## src/rtl/request_encoder_pkg.sv

```systemverilog
// Shared constants for the request encoder slice.
//   IDX_W     : width of the encoded line index
//   NUM_LINES : number of request lines (2**IDX_W)
//   state_t   : presentation FSM states (IDLE: valid=0, PRESENT: valid=1)
package encoder_pkg;

    localparam int IDX_W     = 2;
    localparam int NUM_LINES = 1 << IDX_W;

    typedef enum logic {
        IDLE    = 1'b0,
        PRESENT = 1'b1
    } state_t;

endpackage

```

## src/rtl/request_encoder_if.sv

```systemverilog
// Handshake/bus bundle of the request encoder.
//   enable        : permits a new selection (never aborts a presented code)
//   req0..req3    : request lines, latched as pending when sampled high
//   ready         : consumer accepts the presented code when valid=1
//   addr0, addr1  : encoded index of the granted line, {addr1,addr0}
//   valid         : addr holds a granted index awaiting acceptance
//   pend0..pend3  : registered pending flag per line
// master: request/consumer side; slave: the encoder itself.
interface request_encoder_if;

    logic enable;
    logic req0;
    logic req1;
    logic req2;
    logic req3;
    logic ready;
    logic addr0;
    logic addr1;
    logic valid;
    logic pend0;
    logic pend1;
    logic pend2;
    logic pend3;

    modport master (
        output enable, req0, req1, req2, req3, ready,
        input  addr0, addr1, valid, pend0, pend1, pend2, pend3
    );

    modport slave (
        input  enable, req0, req1, req2, req3, ready,
        output addr0, addr1, valid, pend0, pend1, pend2, pend3
    );

endinterface

```

## src/rtl/request_encoder_pick.sv

```systemverilog
// encoder_pick: combinational index selection.
//   pend  : pending vector, one bit per line
//   start : line index the search begins at (wraps past the top line to 0)
//   idx   : first pending line found from start upward
//   any   : at least one line is pending
module encoder_pick
    import encoder_pkg::*;
(
    input  logic [NUM_LINES-1:0] pend,
    input  logic [IDX_W-1:0]     start,
    output logic [IDX_W-1:0]     idx,
    output logic                 any
);

    logic [IDX_W-1:0] cand;

    always_comb begin
        idx  = '0;
        any  = 1'b0;
        cand = '0;
        for (int unsigned i = 0; i < NUM_LINES; i++) begin
            // Index arithmetic wraps modulo NUM_LINES through the IDX_W width.
            cand = start + IDX_W'(i);
            if (!any && pend[cand]) begin
                idx = cand;
                any = 1'b1;
            end
        end
    end

endmodule

```

## src/rtl/request_encoder.sv

```systemverilog
// request_encoder: latches request lines as pending, picks one and presents
// its encoded index until the consumer accepts it, then clears that line.
//   clk   : clock, rising edge
//   rst_n : asynchronous active-low reset (clears state, code and pending)
//   bus   : request_encoder_if.slave handshake bundle
// Build option: define ROUND_ROBIN_EN to rotate the search start to the line
// after the last grant; otherwise fixed lowest-index priority applies.
module request_encoder
    import encoder_pkg::*;
(
    input  logic              clk,
    input  logic              rst_n,
    request_encoder_if.slave  bus
);

    state_t                 state_q, state_n;
    logic [IDX_W-1:0]       addr_q, addr_n;
    logic [NUM_LINES-1:0]   pend_q, pend_n;
    logic [NUM_LINES-1:0]   req_v;
    logic [IDX_W-1:0]       start;
    logic [IDX_W-1:0]       pick_idx;
    logic                   pick_any;
    logic                   grant;

    assign req_v = {bus.req3, bus.req2, bus.req1, bus.req0};

    encoder_pick u_pick (
        .pend  (pend_q),
        .start (start),
        .idx   (pick_idx),
        .any   (pick_any)
    );

`ifdef ROUND_ROBIN_EN
    // Last-granted pointer; reset to the top line so the first search
    // begins at line 0.
    logic [IDX_W-1:0] last_q;

    always_ff @(posedge clk or negedge rst_n) begin
        if (!rst_n) begin
            last_q <= '1;
        end else if (grant) begin
            last_q <= pick_idx;
        end
    end

    assign start = last_q + 1'b1;
`else
    assign start = '0;
`endif

    always_ff @(posedge clk or negedge rst_n) begin
        if (!rst_n) begin
            state_q <= IDLE;
            addr_q  <= '0;
            pend_q  <= '0;
        end else begin
            state_q <= state_n;
            addr_q  <= addr_n;
            pend_q  <= pend_n;
        end
    end

    always_comb begin
        state_n = state_q;
        addr_n  = addr_q;
        pend_n  = pend_q | req_v;
        grant   = 1'b0;
        case (state_q)
            IDLE: begin
                if (bus.enable && pick_any) begin
                    grant   = 1'b1;
                    addr_n  = pick_idx;
                    state_n = PRESENT;
                end
            end
            PRESENT: begin
                if (bus.ready) begin
                    // A request on the accepted line in the same edge wins.
                    pend_n[addr_q] = req_v[addr_q];
                    state_n        = IDLE;
                end
            end
            default: state_n = IDLE;
        endcase
    end

    assign bus.addr0 = addr_q[0];
    assign bus.addr1 = addr_q[1];
    assign bus.valid = (state_q == PRESENT);
    assign bus.pend0 = pend_q[0];
    assign bus.pend1 = pend_q[1];
    assign bus.pend2 = pend_q[2];
    assign bus.pend3 = pend_q[3];

endmodule

```

## src/flat_wrapper.sv

```systemverilog
// flat-port wrapper written by rule: the top's interface ports become plain ports
module request_encoder_flat import encoder_pkg::*;
  (clk, rst_n, bus_enable, bus_req0, bus_req1, bus_req2, bus_req3, bus_ready, bus_addr0, bus_addr1, bus_valid, bus_pend0, bus_pend1, bus_pend2, bus_pend3);
  request_encoder_if bus_i ();
  input  logic clk;
  input  logic rst_n;
  input wire logic [$bits(bus_i.enable)-1:0] bus_enable;
  input wire logic [$bits(bus_i.req0)-1:0] bus_req0;
  input wire logic [$bits(bus_i.req1)-1:0] bus_req1;
  input wire logic [$bits(bus_i.req2)-1:0] bus_req2;
  input wire logic [$bits(bus_i.req3)-1:0] bus_req3;
  input wire logic [$bits(bus_i.ready)-1:0] bus_ready;
  output wire logic [$bits(bus_i.addr0)-1:0] bus_addr0;
  output wire logic [$bits(bus_i.addr1)-1:0] bus_addr1;
  output wire logic [$bits(bus_i.valid)-1:0] bus_valid;
  output wire logic [$bits(bus_i.pend0)-1:0] bus_pend0;
  output wire logic [$bits(bus_i.pend1)-1:0] bus_pend1;
  output wire logic [$bits(bus_i.pend2)-1:0] bus_pend2;
  output wire logic [$bits(bus_i.pend3)-1:0] bus_pend3;
  assign bus_i.enable = bus_enable;
  assign bus_i.req0 = bus_req0;
  assign bus_i.req1 = bus_req1;
  assign bus_i.req2 = bus_req2;
  assign bus_i.req3 = bus_req3;
  assign bus_i.ready = bus_ready;
  assign bus_addr0 = bus_i.addr0;
  assign bus_addr1 = bus_i.addr1;
  assign bus_valid = bus_i.valid;
  assign bus_pend0 = bus_i.pend0;
  assign bus_pend1 = bus_i.pend1;
  assign bus_pend2 = bus_i.pend2;
  assign bus_pend3 = bus_i.pend3;
  request_encoder u_core (.clk(clk), .rst_n(rst_n), .bus(bus_i));
endmodule
```

## config.mk

```make
export PLATFORM = sky130hd
export DESIGN_NAME = request_encoder_flat
export DESIGN_NICKNAME = d
export VERILOG_FILES = /design/src/rtl/request_encoder_pkg.sv /design/src/rtl/request_encoder_if.sv /design/src/rtl/request_encoder_pick.sv /design/src/rtl/request_encoder.sv /design/src/flat_wrapper.sv
export SDC_FILE = /design/constraint.sdc
export NUM_CORES = 1
export LEC_CHECK = 0
export CAP_MARGIN = 30
export CORE_AREA = 5 5 42 44
export DETAILED_ROUTE_END_ITERATION = 10
export DIE_AREA = 0 0 47 49
export DONT_BUFFER_PORTS = 1
export MAX_ROUTING_LAYER = met4
export PLACE_DENSITY = 0.42
export SYNTH_ARGS = -nofsm -noshare
export SYNTH_HDL_FRONTEND = slang
export SYNTH_SLANG_ARGS = --single-unit
export TNS_END_PERCENT = 30
```

## constraint.sdc

```tcl
create_clock -name clk -period 1.24 [get_ports clk]
set_clock_uncertainty 0.1 [all_clocks]
set_input_delay 0.186 -clock clk [delete_from_list [all_inputs] [get_ports clk]]
set_output_delay 0.186 -clock clk [all_outputs]
set_load 0.005 [all_outputs]
```

==> results of run 1 <==
[through the flow]
stage	utilization	hold slack (ns)	total power, mW	std cells	setup slack [ns]
5_1_grt	0.3080	0.02705	0.6412	57	0.04699
6_report	0.3080	0.01537	0.6006	57	0.1252
2_1_floorplan	-	-0.2096	0.3537	30	0.2186
4_1_cts	0.3080	0.01110	0.6130	57	0.1163
3_3_place_gp	0.2393	-0.2094	0.3752	46	0.1427
3_5_place_dp	0.2393	-0.2094	0.3761	46	0.1223
[power breakdown]
part	switching (mW)	internal, mW
combinational	0.0299	0.0518
sequential	0.0522	0.258
clock	0.0857	0.123
total	0.168	0.433
[final timing paths]
kind / from / endpoint / slack, ns / depth (start not counted)
hold reg to reg: u_core.pend_q[0] / u_core.pend_q[0] / 0.48 / 1
setup / recovery: u_core.bus.valid / u_core.addr_q[1] / 0.13 / 3
setup reg to reg: u_core.bus.valid / u_core.addr_q[1] / 0.13 / 3
min in group asynchronous: rst_n / u_core.pend_q[0] / 0.17 / 1
hold / removal: bus_ready / u_core.pend_q[0] / 0.02 / 2
max in group asynchronous: rst_n / u_core.pend_q[2] / 0.62 / 1
[cell usage after synthesis]
master    count  share of area
a21o_1        3          0.071
a21oi_1       1          0.016
dfrtp_1       7           0.56
inv_1         2          0.024
nand2b_1      1          0.020
nand2b_4      1          0.044
nand3_1       2          0.032
nand4_1       1          0.020
nand4b_1      1          0.028
nor2_1        5          0.060
nor2_2        1          0.020
nor4_1        1          0.020
o21ai_0       1          0.016
o22a_1        2          0.056
o22ai_1       1          0.020
[flip-flops by register name, summed over array words and instances (netlist names)]
register	count
u_core.pend_q	4
u_core.bus.valid	1
u_core.addr_q	2
[logic make-up after synthesis]
family,count (synthesis),synth area share
AOI/OAI and AO/OA,8,0.1786
and+or+nand+nor,13,0.2421
DFF,7,0.5556
buffers and inverters,2,0.02382
[layer usage]
| layer | vias to the layer above | routed length, µm | share of wire |
|---|---|---|---|
| li1 | 132 | - | - |
| met1 | 134 | 283 | 0.38 |
| met2 | 9 | 372 | 0.50 |
| met3 | 2 | 69 | 0.092 |
| met4 | 0 | 21 | 0.028 |
| met5 | - | 0 | 0 |
[worst register-to-register path: stages (launching register included)]
cell	delay, ns
dfrtp_1	0.47
nand2b_4	0.20
nor2_2	0.04
o22a_1	0.18
[final cells by class]
class                           count  area, µm²
Multi-Input combinational cell     21      132.6
Sequential cell                     7      175.2
Fill cell                         161      969.7
Tap cell                           16      20.02
Timing Repair Buffer                7      70.07
Clock buffer                        4      26.28
Inverter                            2      7.507
[repair_timing]
item,CTS,global route
hold buffers,7,0
endpoints found under the hold margin,12,0
gates resized for setup,0,0
==> impl_results.md, run 1 <==
* Status: completed
* Net Count, Synth at 38
* Avg Inst Size Synth at between 10 and 15 µm²
* DP HPWL at ~590 µm
* Area after DPL at about 340 µm²
* Tot GR Track Use at 0.08424
* Design area at 431.7 µm²
* Nets@finish at 50
* Hold Fails Final Rpt at 0
* Setup crit start kind: flop
* Row cnt at 14
* Initial antenna violation count at 0
* Aggregate routed wire length at between 700 and 800 µm
* Max Freq at ~900 MHz
* Distinct cells, synth at 15
* Cts bufs inserted at 3
* GRT met1 Usage at 0.08725
* Worst-path fanout max at 7
* CTS root buf: clkbuf_4
* Die Span Y at slightly below 50 µm
* Clk_lat worst skew at ~0.25 ns
* Via count at between 200 and 300
* Static Leak at approximately 0.17 nW
* Setup bufs post-CTS at 0
* Cell family with most CP delay: flip-flops
* RSZ-0062 raised after global routing: no
* Chip Width at 47 µm
* Power per Cell Area at between 1000 and 1500 nW/µm²
* Post-route ant nets at 0
* Arr. time, crit path at around 1.2 ns
* Slew Viols, Final at 0
* PortBufs at 0
* Count of warnings emitted by yosys at 0
* Ports at 15
* Initial Util at 0.2250
* CP Capture Type: flop
* Seq/Total Area, Yosys at 0.5556
* Die footprint at about 2300 µm²
* Met3 usage at 0.02952
* GR peak layer: met2
* Period utilization at 0.8990
* TNS Setup at 0 ns
* Clock transition at path regs at ~0.05 ns
* Vias per Instance at around 4.9
* Grt total ovfl at 0
* Crit path max-delay cell type: dfrtp_1
* Ant diodes at 0
* CP Buf/Inv Count at 0
* Share of cells above drive strength 1 at 0.1220
* Slowest cell delay on critical path at 0.47 ns
* Vias in the first global route at 273
* Worst-case clock buffer depth at 2
* Fin crit period at between 1 and 1.5 ns
* Max rail drop VDD at 0.5379 mV
* Slew at the pin closest to its max-slew limit at roughly 0.34 ns
* Synth Instances at 30
* Placer Congestion at ~0.67
* Crit path kind: flop to flop
* Synthesis-to-layout area growth at 36.90%
* CTS tree: done
* Iteration-0 DRC Markers at 1
* Met2 Use GR at 0.1154
* CTS H-tree depth at 1
* Mapped Area at approximately 320 µm²
* Crit path cell chain: nand2b_4, nor2_2, o22a_1
* Avg WL per Cell at approximately 13 µm
* Hold crit path type: primary input to flop
* Drt pass-1 iters at 2
* Largest net degree at the start of global routing at 8
* Count of final setup violators at 0
* CP required at ~1.3 ns
* DR DRC count at 0
* Yosys reg bits at 7
* Max Cap Viol at 0
* Global-route wire length before repair at roughly 1300 µm
* Clk sink count at 7
* Most frequent cells in the layout: dlygate4sd3_1, dfrtp_1, nor2_1
* Core Area at between 1000 and 1500 µm²
* Relative slew slack at 0.7748
Power figures use the tool's default switching activity.
==> run 2, diff against run 1 <==
--- a/config.mk
+++ b/config.mk
@@ -6,9 +6,9 @@
 export NUM_CORES = 1
 export LEC_CHECK = 0
 export CAP_MARGIN = 30
-export CORE_AREA = 5 5 42 44
+export CORE_AREA = 2 2 39 41
 export DETAILED_ROUTE_END_ITERATION = 10
-export DIE_AREA = 0 0 47 49
+export DIE_AREA = 0 0 41 43
 export DONT_BUFFER_PORTS = 1
 export MAX_ROUTING_LAYER = met4
 export PLACE_DENSITY = 0.42
==> impl_results.md, run 2 (synthesis results as in run 1) <==
* Status: completed
* Row cnt at 14
* Relative slew slack at 0.7895
* PortBufs at 0
* Max Cap Viol at 0
* Initial Util at 0.2278
* Slew Viols, Final at 0
* Grt total ovfl at 0
* Die Span Y at between 40 and 50 µm
* Final setup margin at between 0.1 and 0.15 ns
* Combinational share of power at 0.142
* Share of cells above drive strength 1 at 0.1463
* Max rail drop VDD at between 0.4 and 0.5 mV
* Fin crit period at 1.123 ns
* Arr. time, crit path at about 1.2 ns
* Worst-case clock buffer depth at 2
* Via count at around 280
* Chip Width at a little over 40 µm
* Tot GR Track Use at 0.1127
* Fin cells at 57
* Placer Congestion at 0.6588
* Most frequent cells in the layout: dfrtp_1, dlygate4sd3_1, nor2_1
* Global-route wire length before repair at approximately 1200 µm
* Clock power share at 0.332
* Largest net degree at the start of global routing at 8
* Leading cell type in the layout, fill and taps excluded: dfrtp_1
* Drt pass-1 iters at 2
* Setup bufs post-CTS at 0
* CP required at roughly 1.3 ns
* Min-Delay Endpoint: u_core.bus.valid
* Ports at 15
* Setup crit start kind: flop
* Avg WL per Cell at around 13 µm
* Cts bufs inserted at 3
* DR DRC count at 0
* Clock transition at path regs at about 0.050 ns
* WHS Path Cells at 2
* Hold crit path type: primary input to flop
* Crit path kind: flop to flop
* CTS root buf: clkbuf_4
* R2r startpoint: u_core.bus.valid
* Core Util, Final at 0.3101
* CTS H-tree depth at 1
* TNS Setup at 0 ns
* Ant diodes at 0
* Post-route ant nets at 0
* Depth of the worst register-to-register path at 3
* RSZ-0062 raised after global routing: no
* Placed cell count at between 40 and 50
* Largest register by flop count: u_core.pend_q
* # resized after CTS at 0
* Worst-path fanout max at 7
* Hold path start: bus_enable
* Period utilization at 0.9056
* Vias per Instance at 4.860
* Dpl ws at between 0.1 and 0.15 ns
* Die footprint at 1763 µm²
* Power per Cell Area at roughly 1400 nW/µm²
* Hold Fails Final Rpt at 0
* CTS tree: done
* Static Leak at between 0.15 and 0.2 nW
* Nets@finish at 50
* FF-to-FF setup slack at between 0.1 and 0.15 ns
* Worst reg2reg path endpoint: u_core.addr_q[1]
* Max Freq at approximately 890 MHz
* Switching share of total power at 0.2675
* Initial antenna violation count at 0
* Clk_lat worst skew at 0.24 ns
* DP HPWL at approximately 600 µm
* Clk sink count at 7
* Aggregate routed wire length at 741 µm
* Max FFs per register at 4
* Synthesis-to-layout area growth at 36.11%
* Vias in the first global route at between 200 and 300
* Iteration-0 DRC Markers at 4
* Slew at the pin closest to its max-slew limit at between 0.3 and 0.4 ns
* P_sw at about 0.16 mW
* Sequential power share at 0.526
* Count of final setup violators at 0
* Internal cell power at roughly 0.43 mW
* CP Capture Type: flop
* Core Area at approximately 1400 µm²
==> run 2: cell types whose count changed in the layout (fill, tap and decap cells not counted) <==
cell / previous run / this run
buf_4: 0 / 1
dlygate4sd3_1: 7 / 6
==> run 2: worst max-delay path by stage <==
stage | slack [ns] | start | endpoint | cells after the start
CTS | 0.11 | u_core.bus.valid | u_core.addr_q[1] | 3
global route | 0.05 | u_core.bus.valid | u_core.addr_q[1] | 3
floorplan | 0.22 | u_core.bus.valid | u_core.addr_q[1] | 3
global placement | 0.14 | u_core.bus.valid | u_core.addr_q[0] | 3
finish | 0.12 | u_core.bus.valid | u_core.addr_q[1] | 3
detailed placement | 0.11 | u_core.bus.valid | u_core.addr_q[1] | 3
==> run 2: repair_timing <==
| action | in CTS | in global routing |
|---|---|---|
| hold endpoints to repair | 12 | 0 |
| setup endpoints to repair | 0 | 0 |
| hold buffers | 6 | 0 |
==> run 2: cell type report <==
type | instances | area [µm²]
clock buffers | 4 | 26.28
fillers | 155 | 954.7
inverters | 2 | 7.507
well taps | 16 | 20.02
multi-input cells | 21 | 132.6
repair buffers | 7 | 67.56
flip-flops and latches | 7 | 175.2
==> run 2: per-layer routing <==
metal | wire length, µm | up-vias | track usage
li1 | - | 130 | -
met1 | 308 | 135 | 0.1209
met2 | 355 | 12 | 0.1531
met3 | 78 | 0 | 0.07330
met4 | 0 | 0 | 0.06000
met5 | 0 | - | -
==> run 2: per-stage QoR <==
| step | area (µm²) | total power, mW | hold WS [ns] |
|---|---|---|---|
| 6_report | 429.2 | 0.5916 | 0.02313 |
| 5_1_grt | 429.2 | 0.6396 | 0.02371 |
| 4_1_cts | 429.2 | 0.6092 | 0.01515 |
| 3_5_place_dp | 342.8 | 0.3827 | -0.2093 |
| 3_3_place_gp | 342.8 | 0.3804 | -0.2094 |
| 2_1_floorplan | 315.3 | 0.3537 | -0.2096 |
==> run 2: worst max-delay path, cell delays in order, from the launching register on <==
cell and delay, ns:
dfrtp_1 0.48, nand2b_4 0.21, nor2_2 0.04, o22a_1 0.19
==> run 2: power by group through the flow <==
| stage | sequential, mW | combinational [mW] | clock, mW |
|---|---|---|---|
| after global placement | 0.316 | 0.0641 | 0 |
| final | 0.311 | 0.0842 | 0.196 |
| after CTS | 0.312 | 0.0874 | 0.210 |
| after floorplan | 0.300 | 0.0532 | 0 |
| after global routing | 0.318 | 0.0968 | 0.225 |
| after detailed placement | 0.316 | 0.0671 | 0 |
==> run 3, diff against run 2 <==
--- a/config.mk
+++ b/config.mk
@@ -6,9 +6,9 @@
 export NUM_CORES = 1
 export LEC_CHECK = 0
 export CAP_MARGIN = 30
-export CORE_AREA = 2 2 39 41
+export CORE_AREA = 8 8 45 47
 export DETAILED_ROUTE_END_ITERATION = 10
-export DIE_AREA = 0 0 41 43
+export DIE_AREA = 0 0 53 55
 export DONT_BUFFER_PORTS = 1
 export MAX_ROUTING_LAYER = met4
 export PLACE_DENSITY = 0.42
==> impl_results.md, run 3 (synthesis results as in run 1) <==
* Placer Congestion at around 0.74
* Clock transition at path regs at about 0.06 ns
* Tot GR Track Use at 0.06904
* RSZ-0062 raised after global routing: no
* DR DRC count at 0
* Core Area at roughly 1400 µm²
* Aggregate routed wire length at around 800 µm
* Period utilization at 0.9155
* R2r startpoint: u_core.bus.valid
* Setup crit start kind: flop
* Most frequent cells in the layout: dlygate4sd3_1, dfrtp_1, nor2_1
* Largest net degree at the start of global routing at 8
* Via count at 278
* Ant diodes at 0
* Drt pass-1 iters at 4
* Clk sink count at 7
* Post-route ant nets at 0
* Ports at 15
* Vias per Instance at approximately 4.8
* Max rail drop VDD at 0.4477 mV
* CTS tree: done
* Max Cap Viol at 0
* Hold path start: bus_ready
* Crit path kind: flop to flop
* Count of final setup violators at 0
* Initial Util at 0.2278
* Share of cells above drive strength 1 at 0.1429
* Global-route wire length before repair at ~1300 µm
* FF-to-FF setup slack at roughly 0.10 ns
* Power per Cell Area at between 1000 and 1500 nW/µm²
* Max FFs per register at 4
* Worst-case clock buffer depth at 2
* Chip Width at between 50 and 60 µm
* Synthesis-to-layout area growth at 39.29%
* Largest register by flop count: u_core.pend_q
* Slew at the pin closest to its max-slew limit at around 0.32 ns
* Final setup margin at 0.1048 ns
* Vias in the first global route at about 290
* Fin cells at 58
* CTS root buf: clkbuf_4
* Min-Delay Endpoint: u_core.pend_q[0]
* Post-Route Hold Slack at roughly 0.032 ns
* CTS H-tree depth at 1
* Die footprint at about 2900 µm²
* Core Util, Final at 0.3174
* Arr. time, crit path at between 1 and 1.5 ns
* TNS Setup at 0 ns
* Dpl ws at around 0.11 ns
* Iteration-0 DRC Markers at 3
* Nets@finish at 51
* Hold crit path type: primary input to flop
* Depth of the worst register-to-register path at 3
* Clk_lat worst skew at around 0.26 ns
* Status: completed
* Setup bufs post-CTS at 0
* Grt total ovfl at 0
* Avg WL per Cell at 14.02 µm
* Worst-path fanout max at 7
* Placed cell count at 47
* PortBufs at 0
* Initial antenna violation count at 0
* Row cnt at 14
* Cts bufs inserted at 3
* Slew Viols, Final at 0
* Worst reg2reg path endpoint: u_core.addr_q[1]
* Fin crit period at approximately 1.1 ns
* Max Freq at between 800 and 900 MHz
* Hold Fails Final Rpt at 0
* DP HPWL at around 650 µm
* Relative slew slack at 0.7827
* Static Leak at 0.1766 nW
* WHS Path Cells at 2
* CP Capture Type: flop
* Die Span Y at around 55 µm
* CP required at 1.29 ns
run 3: cell count changes in the layout (fill, tap and decap cells not counted), sizes merged:
cell	previous run	this run
dlygate4sd3	6	7
run 3: area by class of cell:
cell class	count	area, µm²
Fill cell	142	944.7
Clock buffer	4	26.28
Sequential cell	7	175.2
Tap cell	16	20.02
Inverter	2	7.507
Multi-Input combinational cell	21	132.6
Timing Repair Buffer	8	77.57
run 3: routing by layer:
metal,part of all wire,vias to the layer above,track usage
met1,0.36,129,0.06009
met4,0.012,0,0.02586
met2,0.43,16,0.09375
met5,0,-,-
met3,0.20,2,0.07754
li1,-,131,-
run 3: through the flow:
step | cell area [µm²] | total power, mW
global placement | 342.8 | 0.3810
CTS | 439.2 | 0.6174
floorplan | 315.3 | 0.3537
global route | 439.2 | 0.6427
detailed placement | 342.8 | 0.3819
finish | 439.2 | 0.6071
run 3: worst max-delay path, stage by stage (launching register included):
cell	delay [ns]
dfrtp_1	0.49
nand2b_4	0.21
nor2_2	0.04
o22a_1	0.18
run 3: worst max-delay path by stage:
stage / startpoint / cells after the start / endpoint
after floorplan: u_core.bus.valid / 3 / u_core.addr_q[1]
after global placement: u_core.bus.valid / 3 / u_core.addr_q[1]
after detailed placement: u_core.bus.valid / 3 / u_core.addr_q[1]
after CTS: u_core.bus.valid / 3 / u_core.addr_q[1]
after global routing: u_core.bus.valid / 3 / u_core.addr_q[1]
final: u_core.bus.valid / 3 / u_core.addr_q[1]
run 3: power breakdown:
group / internal [mW] / switching [mW] / total, mW
Combinational: 0.0547 / 0.0317 / 0.0864
Clock: 0.123 / 0.0854 / 0.208
Sequential: 0.258 / 0.0543 / 0.312
Total: 0.436 / 0.171 / 0.607
run 3: repair_timing:
| action | CTS | global route |
|---|---|---|
| hold endpoints to repair | 12 | 0 |
| hold buffers | 7 | 0 |
| resized for setup | 0 | 0 |
